===== config.mk =====
export PLATFORM = sky130hd
export DESIGN_NAME = imem_loader
export DESIGN_NICKNAME = d
export VERILOG_FILES = /design/src/rtl/imem_loader.sv
export SDC_FILE = /design/constraint.sdc
export NUM_CORES = 1
export LEC_CHECK = 0
export BUFFER_PORTS_ARGS = -buffer_cell sky130_fd_sc_hd__buf_2
export CAP_MARGIN = 10
export CORE_MARGIN = 5
export CORE_UTILIZATION = 50
export DETAILED_ROUTE_END_ITERATION = 12
export HOLD_SLACK_MARGIN = 0.06
export PLACE_DENSITY = 0.8
export SLEW_MARGIN = 5
export SYNTH_ARGS = -nofsm -noshare
export SYNTH_HDL_FRONTEND = slang
export SYNTH_SLANG_ARGS = --single-unit

===== constraint.sdc =====
create_clock -name clk -period 2.1 [get_ports clk]
set_input_delay 0 -clock clk [delete_from_list [all_inputs] [get_ports clk]]
set_output_delay 0 -clock clk [all_outputs]
set_load 0.005 [all_outputs]

===== src/rtl/imem_loader.sv =====
// imem_loader: receives a program as a byte stream over a valid/ready handshake
// and packs the bytes big-endian into 32-bit words. The words are written one
// after another into instruction memory, starting at byte address 0. The CPU
// is held (cpu_run=0) until the final word has been committed.
//
// Optional feature macro: IMEM_LOADER_CHECKSUM_EN (adds expected_sum,
// checksum and err_checksum; a checksum mismatch at end of load -> ERROR).
//
// Handshake: a byte transfers on a rising clk edge when in_valid && in_ready.
// in_ready depends only on the FSM state, never on in_valid. A source that
// presents a byte while in_ready=0 must hold it until it is accepted.
//
// Ports:
//   clk, reset      rising-edge clock, asynchronous active-high reset
//   start           one-cycle pulse; begins a new load (from IDLE/RUN/ERROR)
//   in_valid/in_byte/in_last/in_ready   byte stream; in_last marks final byte
//   imem_we/imem_a/imem_wd              instruction-memory write port
//   cpu_run         registered CPU enable
//   word_count      words committed in the current load
//   err_overflow    program exceeded MAX_WORDS
//   dbg_state       current FSM state, for observation
module imem_loader #(
  parameter int ADDR_W    = 6,
  parameter int MAX_WORDS = 64
) (
  input  logic              clk,
  input  logic              reset,
  input  logic              start,
  input  logic              in_valid,
  input  logic [7:0]        in_byte,
  input  logic              in_last,
`ifdef IMEM_LOADER_CHECKSUM_EN
  input  logic [31:0]       expected_sum,
  output logic [31:0]       checksum,
  output logic              err_checksum,
`endif
  output logic              in_ready,
  output logic              imem_we,
  output logic [31:0]       imem_a,
  output logic [31:0]       imem_wd,
  output logic              cpu_run,
  output logic [ADDR_W:0]   word_count,
  output logic              err_overflow,
  output logic [2:0]        dbg_state
);

  localparam logic [2:0] S_IDLE   = 3'd0;
  localparam logic [2:0] S_LOAD   = 3'd1;
  localparam logic [2:0] S_COMMIT = 3'd2;
  localparam logic [2:0] S_RUN    = 3'd3;
  localparam logic [2:0] S_ERROR  = 3'd4;

  localparam logic [ADDR_W:0] MAX_CNT = (ADDR_W + 1)'(MAX_WORDS);

  logic [2:0]  state;
  logic [1:0]  byte_idx;
  logic [31:0] word_buf;
  logic        last_seen;   // the word being assembled carries in_last

  // Outputs decoded from state, so an asynchronous reset silences the write
  // port in the same instant it is asserted.
  assign in_ready  = (state == S_LOAD);
  assign imem_we   = (state == S_COMMIT);
  assign imem_wd   = imem_we ? word_buf : 32'd0;
  assign imem_a    = imem_we ? {{(30 - ADDR_W){1'b0}}, word_count[ADDR_W-1:0], 2'b00}
                             : 32'd0;
  assign dbg_state = state;

`ifdef IMEM_LOADER_CHECKSUM_EN
  logic sum_ok;
  // Sum including the word being committed, compared on the edge entering RUN.
  assign sum_ok = ((checksum ^ word_buf) == expected_sum);
`endif

  always_ff @(posedge clk or posedge reset) begin
    if (reset) begin
      state        <= S_IDLE;
      byte_idx     <= 2'd0;
      word_buf     <= 32'd0;
      last_seen    <= 1'b0;
      word_count   <= '0;
      cpu_run      <= 1'b0;
      err_overflow <= 1'b0;
`ifdef IMEM_LOADER_CHECKSUM_EN
      checksum     <= 32'd0;
      err_checksum <= 1'b0;
`endif
    end else begin
      case (state)
        S_IDLE, S_RUN, S_ERROR: begin
          if (start) begin
            state        <= S_LOAD;
            byte_idx     <= 2'd0;
            word_buf     <= 32'd0;
            last_seen    <= 1'b0;
            word_count   <= '0;
            cpu_run      <= 1'b0;
            err_overflow <= 1'b0;
`ifdef IMEM_LOADER_CHECKSUM_EN
            checksum     <= 32'd0;
            err_checksum <= 1'b0;
`endif
          end
        end
        S_LOAD: begin
          if (in_valid) begin
            if (byte_idx == 2'd0 && word_count == MAX_CNT) begin
              // A new word would not fit: drop the byte and flag overflow.
              state        <= S_ERROR;
              err_overflow <= 1'b1;
            end else begin
              // Byte b lands at bits [31-8b:24-8b]; low bytes stay zero.
              word_buf  <= word_buf | ({in_byte, 24'd0} >> {byte_idx, 3'b000});
              byte_idx  <= byte_idx + 2'd1;
              last_seen <= in_last;
              if (byte_idx == 2'd3 || in_last) state <= S_COMMIT;
            end
          end
        end
        S_COMMIT: begin
          word_count <= word_count + 1'b1;
          byte_idx   <= 2'd0;
          word_buf   <= 32'd0;
          last_seen  <= 1'b0;
`ifdef IMEM_LOADER_CHECKSUM_EN
          checksum   <= checksum ^ word_buf;
          if (last_seen) begin
            if (sum_ok) begin
              state   <= S_RUN;
              cpu_run <= 1'b1;
            end else begin
              state        <= S_ERROR;
              err_checksum <= 1'b1;
            end
          end else begin
            state <= S_LOAD;
          end
`else
          if (last_seen) begin
            state   <= S_RUN;
            cpu_run <= 1'b1;
          end else begin
            state <= S_LOAD;
          end
`endif
        end
        default: state <= S_IDLE;
      endcase
    end
  end

endmodule

==> flow_summary.toml <==
[outcome]
status = "complete, no violations"

[worst_setup_path]
cpPeakStageDelay_ps = 550
r2r_slack_ps = 230
crit_arrival_ps = 1940
start_kind = "register"
crit_fanout = 22
critPathSlowestCell = "dfrtp_1"
rr_endpoint = "word_buf[3]"
crit_type = "reg -> out"
path_cells = "or3b_1 -> clkinv_2 -> buf_12 -> and2_1 -> buf_2"
r2r-start = "byte_idx[0]"
rr_worst_depth = 6
critPathRequiredTime_ps = 2100
critPathCaptureType = "primary output"

[logic_synthesis]
synth_top_family_by_area = "simple AND/OR/NAND/NOR gates"
synth-simple-area-share_pct = 20.4
synth_compound_area_share_pct = 18.5
synth_edf_count = 0
syn-cell-area_um2 = 2630
synth.avg_cell_area_um2 = 10.0
async_flop_share_pct = 100
synthFlopType = "dfrtp_1"
synthMuxAreaShare_pct = 1.14
synth_cells = 263
synthAdderAreaFrac_pct = 1.90
ys_seq_elements = 47
yosys_warnings = 0
ys_types = 41
synth_xor_area_share_pct = 0.333
ys_seq_area_share_pct = 44.7

[clock_tree]
root_buffer = "clkbuf_8"
clk_latency_ps = 310
clk_pin_slew_ps = 90
cts_buffers = 5
clk_path_buf_depth = 2
numClockSinks = 47
cts_tree = "built"
cts_setup_buffers = 0
cts_max_level = 2

[hold_path]
hp-class = "in -> reg"
whs_endpoint = "word_count[3]"
holdPathStages = 4
holdCritStartpoint = "start"

[finish]
mostFrequentLayoutCell = "buf_2"
antenna_cells = 0
layout_common_cells = "64 x buf_2, 47 x dfrtp_1, 36 x and2_1"
nFillCells = 439
drive_gt1_share_pct = 33.2
syn2layout_area_growth_pct = 18.9
final_net_count = 353
final_util_pct = 61.3

[timing]
fin_crit_sh_pct = 92.5
rsz0062_at_grt = "false"
drv_slew = 0
min_period_ps = 1940
finClkSkew_ps = 8.03
slew_headroom_pct = 56.7
finalHoldViolCount = 0
worst_pin_slew_ps = 649
finalSetupTns_ps = 0
finalSetupViolCount = 0
max_freq_mhz = 515
hold_ws_ps = 146

[global_routing]
grt_start_max_net_pins = 32
grt_pass1_vias = 1956
overflow = 0
grt_pass1_wl_mm = 9.99
antenna_found_initial = 0
grt_use_total_pct = 19.0

[floorplan]
core_um2 = 5110
dieArea_um2 = 6820
io_pins = 91
die-width_um = 82.6
die_y_um = 82.6
initial_utilization_pct = 51.6
num_rows = 26

[route]
viasPerCell = 5.13
drt.antenna.violating_nets = 0
drt_iter0_drc = 172
routed_wl_mm = 6.15
first_pass_iters = 5
vias = 2089
post_drt_wl_per_cell_um = 15.1
drc = 0

[placement]
dp_hpwl_mm = 4.33
port_buffers = 64
gp_congestion = 0.800

[power]
p_leak_nw = 1.79
vdd_ir_drop_max_uv = 547
p_per_area_nw_per_um2 = 1050

[job]
drv_cap = 0
state kept, by name (all words and copies together), names as in the netlist:
register      flops
word_buf         32
byte_idx          2
cpu_run           1
err_overflow      1
dbg_state         3
word_count        7
last_seen         1
area by class of cell:
type	instances	area (um2)	area share [%]
multi-input combinational	189	1210	38.7
sequential	47	1180	37.6
clock inverter	3	18.8	0.599
inverter	9	35.0	1.12
clock buffer	5	68.8	2.20
timing repair buffer	84	533	17.0
tap	70	87.6	2.80
synth_stat cells, types with 3 or more instances:
cell	number	area [um2]
a21oi_1	3	15.0
a32o_2	21	236
and2_1	36	225
and3_1	4	25.0
buf_2	5	25.0
buf_4	28	210
buf_6	4	45.0
clkbuf_1	4	15.0
dfrtp_1	47	1180
ha_1	4	50.1
inv_1	8	30.0
mux2i_1	3	30.0
nand2_1	27	101
nand2b_1	3	18.8
nand3_1	4	20.0
nand4_1	6	37.5
nor2_1	8	30.0
o21ai_0	18	90.1
o21ai_1	3	15.0
power by group:
group / internal (mW) / switching [mW]
clock network: 0.235 / 0.320
registers: 1.11 / 0.182
logic: 0.639 / 0.797
total: 1.99 / 1.30
what timing repair did:
action,CTS,global route
hold endpoints to repair,62,0
hold buffers,10,0
gates resized for setup,0,1
endpoints found under the setup margin,0,22
through the flow:
step	cell area [um2]	total power, mW	setup WS (ps)	std cells
after detailed placement	2940	2.72	253	389
after global routing	3130	3.52	1.16	407
after global placement	2940	2.67	344	389
final	3130	3.29	157	407
after floorplan	2730	2.27	434	288
after CTS	3130	3.29	83.2	407
cell families after synthesis:
| kind of cell | Yosys count |
|---|---|
| AO/OA/AOI/OAI | 59 |
| XOR/XNOR | 1 |
| adder cells (fa/ha/maj) | 4 |
| buffers and inverters | 52 |
| flip-flops | 47 |
| multiplexers | 3 |
| other | 1 |
| AND/OR/NAND/NOR | 96 |
how the worst max path moves through the flow:
stage,slack [ps],cells after the start,to,from
after global routing,1,5,imem_wd[19],dbg_state[1]
after CTS,80,5,imem_wd[22],dbg_state[1]
after global placement,340,6,word_buf[2],byte_idx[0]
final,160,5,imem_wd[22],dbg_state[1]
after floorplan,430,7,word_buf[10],byte_idx[0]
after detailed placement,250,6,word_buf[3],byte_idx[0]
worst max-delay path: cells and delay by family, from the launching register on:
family	cells	cell delay, ps
buffers and inverters	3	510
flip-flops	1	550
AND/OR/NAND/NOR	2	580
metal layers:
layer / GRT usage, % / up-vias / wire length (um)
li1: - / 1004 / -
met1: 26.5 / 1012 / 2580
met2: 30.0 / 69 / 3080
met3: 4.45 / 4 / 456
met4: 4.41 / 0 / 40
met5: 0 / - / 0
Note: power is estimated with default switching activity, not from simulation.
